===== config.mk =====
export PLATFORM = sky130hd
export DESIGN_NAME = hazard_scoreboard
export DESIGN_NICKNAME = d
export VERILOG_FILES = /design/src/rtl/hazard_scoreboard.sv
export SDC_FILE = /design/constraint.sdc
export NUM_CORES = 1
export LEC_CHECK = 0
export CAP_MARGIN = 30
export CORE_MARGIN = 1
export CORE_UTILIZATION = 25
export CTS_CLUSTER_SIZE = 40
export DETAILED_ROUTE_END_ITERATION = 10
export GPL_ROUTABILITY_DRIVEN = 0
export GPL_TIMING_DRIVEN = 0
export SETUP_SLACK_MARGIN = 0.3
export SYNTH_ARGS = -nofsm -noshare
export SYNTH_HDL_FRONTEND = slang
export SYNTH_SLANG_ARGS = --single-unit

===== constraint.sdc =====
create_clock -name clk -period 3.1 [get_ports clk]
set_input_delay 0.93 -clock clk [delete_from_list [all_inputs] [get_ports clk]]
set_output_delay 0.93 -clock clk [all_outputs]
set_load 0.02 [all_outputs]

===== src/rtl/hazard_scoreboard.sv =====
`default_nettype none
// ============================================================================
// Module   : hazard_scoreboard
// Purpose  : Shift scoreboard of in-flight register writers; generates
//            forwarding selects, load-use/branch stalls and MUL/DIV R0 interlock.
// Options  : HAZ_STATS_EN adds saturating stall_cnt / fwd_cnt outputs.
// Revision : 1.0 - initial release
// ============================================================================
module hazard_scoreboard #(
  parameter int REG_AW   = 4,
  parameter int DEPTH    = 2,
  parameter int LOAD_LAT = 1,
  parameter int BR_LAT   = 1,
  parameter int MC_LAT   = 8
) (
  input  logic              clk,
  input  logic              rst_n,
  input  logic              issue_valid,
  input  logic [REG_AW-1:0] issue_rs1,
  input  logic [REG_AW-1:0] issue_rs2,
  input  logic              issue_rs1_used,
  input  logic              issue_rs2_used,
  input  logic              issue_is_branch,
  input  logic              issue_wr_en,
  input  logic [REG_AW-1:0] issue_rd,
  input  logic              issue_is_load,
  input  logic              issue_is_mc,
  input  logic              flush,
`ifdef HAZ_STATS_EN
  output logic [31:0]       stall_cnt,
  output logic [31:0]       fwd_cnt,
`endif
  output logic [2:0]        fwd_sel_a,
  output logic [2:0]        fwd_sel_b,
  output logic              stall,
  output logic              mc_busy
);

  localparam int CW = (MC_LAT > 2) ? $clog2(MC_LAT) : 1;

  typedef enum logic [0:0] {MC_IDLE = 1'b0, MC_BUSY = 1'b1} mc_state_t;

  logic [DEPTH-1:0]  r_vld;
  logic [DEPTH-1:0]  r_ld;
  logic [DEPTH-1:0]  r_mc;
  logic [REG_AW-1:0] r_rd [DEPTH];

  mc_state_t r_state, w_state_nxt;
  logic [CW-1:0] r_cnt, w_cnt_nxt;

  logic [2:0] w_sel_a, w_sel_b;
  logic       w_ld_a, w_ld_b, w_br_a, w_br_b, w_br_r0;
  logic       w_load_use, w_branch, w_mc_lock, w_stall, w_accept;

  // Descending scan so the youngest (lowest k) match is written last and wins.
  always_comb begin
    w_sel_a = '0;
    w_sel_b = '0;
    w_ld_a  = 1'b0;
    w_ld_b  = 1'b0;
    w_br_a  = 1'b0;
    w_br_b  = 1'b0;
    w_br_r0 = 1'b0;
    for (int k = DEPTH - 1; k >= 0; k--) begin
      if (issue_rs1_used && r_vld[k] && (r_rd[k] == issue_rs1)) begin
        w_sel_a = 3'(k + 1);
        w_ld_a  = r_ld[k] && (k < LOAD_LAT);
        w_br_a  = (k < BR_LAT);
      end
      if (issue_rs2_used && r_vld[k] && (r_rd[k] == issue_rs2)) begin
        w_sel_b = 3'(k + 1);
        w_ld_b  = r_ld[k] && (k < LOAD_LAT);
        w_br_b  = (k < BR_LAT);
      end
      // Branches compare against R0 implicitly, so a young R0 writer blocks them.
      if ((k < BR_LAT) && r_vld[k] && (r_mc[k] || (r_rd[k] == '0)))
        w_br_r0 = 1'b1;
    end
  end

  always_comb begin
    w_load_use = w_ld_a || w_ld_b;
    w_branch   = issue_is_branch && (w_br_a || w_br_b || w_br_r0);
    w_mc_lock  = (r_state == MC_BUSY) &&
                 (issue_is_branch || issue_is_mc ||
                  (issue_rs1_used && (issue_rs1 == '0)) ||
                  (issue_rs2_used && (issue_rs2 == '0)) ||
                  (issue_wr_en && (issue_rd == '0)));
    w_stall    = issue_valid && (w_load_use || w_branch || w_mc_lock);
    w_accept   = issue_valid && !w_stall && !flush;
  end

  assign fwd_sel_a = w_sel_a;
  assign fwd_sel_b = w_sel_b;
  assign stall     = w_stall;
  assign mc_busy   = (r_state == MC_BUSY);

  // Older entries keep draining even while decode is stalled.
  always_ff @(posedge clk or negedge rst_n) begin
    if (!rst_n) begin
      r_vld <= '0;
      r_ld  <= '0;
      r_mc  <= '0;
      for (int k = 0; k < DEPTH; k++) r_rd[k] <= '0;
    end else begin
      for (int k = 1; k < DEPTH; k++) begin
        r_vld[k] <= r_vld[k-1];
        r_ld[k]  <= r_ld[k-1];
        r_mc[k]  <= r_mc[k-1];
        r_rd[k]  <= r_rd[k-1];
      end
      r_vld[0] <= w_accept && issue_wr_en;
      r_ld[0]  <= w_accept && issue_is_load;
      r_mc[0]  <= w_accept && issue_is_mc;
      r_rd[0]  <= w_accept ? issue_rd : '0;
    end
  end

  always_ff @(posedge clk or negedge rst_n) begin
    if (!rst_n) begin
      r_state <= MC_IDLE;
      r_cnt   <= '0;
    end else begin
      r_state <= w_state_nxt;
      r_cnt   <= w_cnt_nxt;
    end
  end

  always_comb begin
    w_state_nxt = r_state;
    w_cnt_nxt   = r_cnt;
    case (r_state)
      MC_IDLE: begin
        if (w_accept && issue_is_mc) begin
          w_state_nxt = MC_BUSY;
          w_cnt_nxt   = CW'(MC_LAT - 1);
        end
      end
      MC_BUSY: begin
        if (r_cnt == '0) w_state_nxt = MC_IDLE;
        else             w_cnt_nxt   = r_cnt - 1'b1;
      end
      default: begin
        w_state_nxt = MC_IDLE;
        w_cnt_nxt   = '0;
      end
    endcase
  end

`ifdef HAZ_STATS_EN
  logic [31:0] r_stall_cnt, r_fwd_cnt;

  always_ff @(posedge clk or negedge rst_n) begin
    if (!rst_n) begin
      r_stall_cnt <= '0;
      r_fwd_cnt   <= '0;
    end else begin
      if (w_stall && (r_stall_cnt != '1))
        r_stall_cnt <= r_stall_cnt + 32'd1;
      if (((w_sel_a != '0) || (w_sel_b != '0)) && (r_fwd_cnt != '1))
        r_fwd_cnt <= r_fwd_cnt + 32'd1;
    end
  end

  assign stall_cnt = r_stall_cnt;
  assign fwd_cnt   = r_fwd_cnt;
`endif

endmodule
`default_nettype wire

* Word level (Yosys, flattened, before mapping) *
Cells that the tools add are included.

storage, ports and cells
  register bits = 16
  latch bits = 0
  memory bits (writable) = 0
  memory bits (read-only) = 0
  input port bits = 22
  memories kept = 0

operators by class
  $add $sub $neg = 1
  $mul = 0
  divide/modulo/power cells = 0
  order comparisons = 0
  equality and inequality tests = 6
  shift-type cells = 0
  muxes and demuxes = 16
  bitwise gates (word level) = 1
  reductions and logical operators = 38

operator list
  operator                                                            number
  1-bit logical AND                                                   20
  4-bit equality test                                                 4
  4-bit zero test                                                     4
  1-bit logical OR                                                    10
  2-bit 2-to-1 mux                                                    4
  1-bit 2-to-1 mux                                                    7
  3-bit 2-to-1 mux                                                    2
  3-bit case mux with 2 select lines                                  1
  4-bit 2-to-1 mux                                                    1
  2-bit != test, second input constant                                2
  3-bit zero test                                                     1
  3-bit by 1-bit subtractor with 3-bit output, second input constant  1
  1-bit zero test                                                     2
  1-bit case mux with 2 select lines                                  1
  2-bit AND reduction                                                 1
  1-bit NOT                                                           1

* Logic depth before layout (Yosys ltp) *
  word-level depth = 15
  mapped depth = 6

* Least setup slack after synthesis *
No wires, ideal clock.

  path kind = input-to-output
  from = input port issue_rs2[2]
  to = output port stall
  data arrival time = 1,972 ps
  data required time = 2,170 ps
  path slack = 198 ps
  stages on the path = 5
  cells stage by stage = inv_2 a222oi_1 nor4b_4 o22a_4 o21a_1

between the ends
  longest elaborated chain between the ends = 9

RTL lines
  what                            line  RTL
  from (decl)                     20    input logic [REG_AW-1:0] issue_rs2,
  4-bit equality test             70    if (issue_rs2_used && r_vld[k] && (r_rd[k] == issue_rs2)) begin
  1-bit logical AND               70
  1-bit 2-to-1 mux                70
  named net w_br_b                52    logic w_ld_a, w_ld_b, w_br_a, w_br_b, w_br_r0;
  1-bit logical OR (2 in series)  83    w_branch = issue_is_branch && (w_br_a || w_br_b || w_br_r0);
  1-bit logical AND               83
  1-bit logical OR (2 in series)  89    w_stall = issue_valid && (w_load_use || w_branch || w_mc_lock);
  1-bit logical AND               89
  to (decl)                       35    output logic stall,

The timed path passes the listed nets, and every way through them passes these cells.

* Worst setup path after layout *
Ends and elaborated chain as after synthesis.

==> results.md <==
- Outcome: finished with violations
- Failing checks: negative setup slack
- Io pins: 30
- Worst-path maximum fanout: 2
- Pin slew with the least headroom to its limit: 679.6 ps
- Via count: 753
- Synthesized instance count: 86
- First-pass GRT wire length: 3553 µm
- Setup WS pre-CTS: -986.1 ps
- Post-placement cell count: 160
- GRT overflow: 0
- Final cell count without fillers: 171
- Crit end category: output port
- GRT Util Overall: 11.21%
- Cell Area, Synth: 919.6 µm²
- Clock Sinks: 16
- Reg2reg setup slack: 1080 ps
- Row Count: 21
- Initial detailed-routing violation count: 22
- Post-Route WL: 2091 µm
- Top-count cell post-synth: dfrtp_1
- Pre-antenna DRT Iters: 6
- Fillers: 343
- Required @ worst endpoint: 2170 ps
- N_diodes: 0
- Hold WC Path Type: flip-flop to flip-flop
- Clk root buf: clkbuf_8
- Core area: 3442 µm²
- Final setup margin: -0.4523 ps
- Avg Cell Area, Syn: 10.69 µm²
- Worst hold slack: 499.3 ps
- Area Overhead vs Synth: 59.05%
- Worst-Skew Late Latency: 240 ps
- Fin nets: 150
- Final setup violation count: 1
- PortBufs: 27
- Warnings from Yosys: 0
- Worst-case clock skew: 0.5126 ps
- Setup TNS: -0.4523 ps
- R2R cell count: 7
- Gate power share: 35.5%
- Final Cycle Share: 100.0%
- WHS Path Cells: 0
- Fmax: 322.5 MHz
- Hold Fails Final Rpt: 0
- Post-synthesis sequential area ratio: 43.54%
- Die ar.: 3925 µm²
- Die Span X: 62.65 µm
- Synth area leaders: dfrtp_1 (44%), xnor2_1 (9.5%), and2_1 (4.8%), xor2_1 (3.8%), nand3_1 (3.3%)
- R2R Path End: r_rd[5]
- Wire per inst: 12.23 µm
- Worst r2r src: r_rd[6]
- CTS Hold Buffers Added: 0
- Clock Power Share: 24.6%
- RSZ-0062 raised after global routing: yes
- Initial Utilization: 26.72%
- Max-slew headroom: 54.55%
- Pwr/cell area: 495.8 nW/µm²
- Max cap viols: 0
- Top post-synthesis cells by count: dfrtp_1 (16), xnor2_1 (10), and2_1 (7), nand2_1 (6), nand3_1 (6)
- Crit path launch: issue_rs2[2]
- Worst Setup EP: stall
- DRT antenna net count: 0
- Total Power: 0.7252 mW
- Top-area cell type share of the netlist area: 43.54%
- Cts bufs inserted: 3
- Net Sw Power: 0.2218 mW
- Leakage: 0.6418 nW
- Max rail drop VDD: 344.4 µV
- Fin crit period: 3100 ps
- DP HPWL: 1574 µm
- Die Ht: 62.65 µm
- Max-slew violation count: 0
- TritonCTS clock tree: done
- Startpoint types: input port
- Multi-input gate area: 581.8 µm²
- Internal power: 0.5034 mW
- Post-synth EDFFs: 0
- Initial antenna violation count: 0
- Via density: 4.404
- CTS Buffer Depth: 2
- Largest net degree at the start of global routing: 17
- Crit path DAT: 2170 ps
- DR DRC count: 0
- Ys flop type: dfrtp_1
- CTS H-tree lvls: 1
- Register area: 400.4 µm²
- CP Class: input port to output port
- Vias in the first global route: 799
- Switch share: 30.58%
- Synth async-reset ratio: 100.0%
- Yosys top cell by area: dfrtp_1
- Count of cell types in the netlist: 30
- Sequential power share: 39.9%
- Flops & latches, synth: 16
- Clk pin slew, worst setup/hold paths: 60 ps
- Fraction of layout cells with a size suffix above 1: 36.80%
[placed cells by master (no fill, tap or decap), types with 5 or more instances in the layout]
master,Yosys,final
and2_1,7,7
buf_4,4,11
buf_6,0,8
clkdlybuf4s50_1,0,5
dfrtp_1,16,16
dlygate4sd2_1,0,8
nand2_1,6,6
xnor2_1,10,9
[power groups by stage]
stage	Combinational (mW)	Sequential, mW	Clock (mW)
CTS	0.257	0.290	0.185
floorplan	0.147	0.289	0
global route	0.281	0.298	0.197
detailed placement	0.233	0.289	0
finish	0.257	0.289	0.179
global placement	0.225	0.289	0
[kinds of logic after synthesis]
kind of cell    synth area share (%)
compound gates                 10.61
xor+xnor                       13.33
fa+ha+maj                      2.721
buf+inv                        5.305
flops                          43.54
other cells                   0.4078
simple gates                   24.08
[flip-flops by register name, summed over array words and instances, names as in the netlist]
signal / flops
r_ld: 1
r_vld: 2
r_cnt: 3
mc_busy: 1
r_mc: 1
r_rd: 8
[final cells by class]
class / count / share of cell area (%)
Multi-Input combinational cell: 62 / 39.78
Sequential cell: 16 / 27.37
Timing Repair Buffer: 34 / 21.39
Tap cell: 46 / 3.935
Clock buffer: 4 / 3.764
Buffer: 4 / 2.310
Inverter: 5 / 1.454
[critical path: stages]
cell and delay (ps):
buf_8 80, inv_4 30, a222oi_1 330, nor4b_4 280, buf_4 170, o22a_4 130, o21a_4 120, buf_6 110
[per-stage QoR]
| step | area [µm²] | utilization (%) |
|---|---|---|
| 2_1_floorplan | 930.9 | - |
| 4_1_cts | 1429 | 41.51 |
| 6_report | 1463 | 42.49 |
| 3_5_place_dp | 1259 | 36.57 |
| 3_3_place_gp | 1259 | 36.57 |
| 5_1_grt | 1463 | 42.49 |
[timing repair]
item                                    CTS  global route
pin swaps                                14             7
setup buffers                             6             1
endpoints found under the setup margin    5             5
gates resized for setup                  85            10
hold endpoints to repair                  0             0
[worst min path at each step]
stage / endpoint / from / slack (ps)
after global placement: r_vld[1] / r_vld[0] / 450
final: r_vld[1] / r_vld[0] / 500
after floorplan: r_vld[1] / r_vld[0] / 390
after CTS: r_vld[1] / r_vld[0] / 490
after detailed placement: r_vld[1] / r_vld[0] / 460
after global routing: r_vld[1] / r_vld[0] / 510
[routing by layer]
layer,part of all wire (%),global-route usage [%],vias to the layer above
met5,0,0,-
met4,2.1,4.360,0
met3,6.7,2.190,6
met2,48,19.70,34
met1,43,13.34,344
li1,-,-,369
No activity file was read; power rests on OpenSTA's default activity.
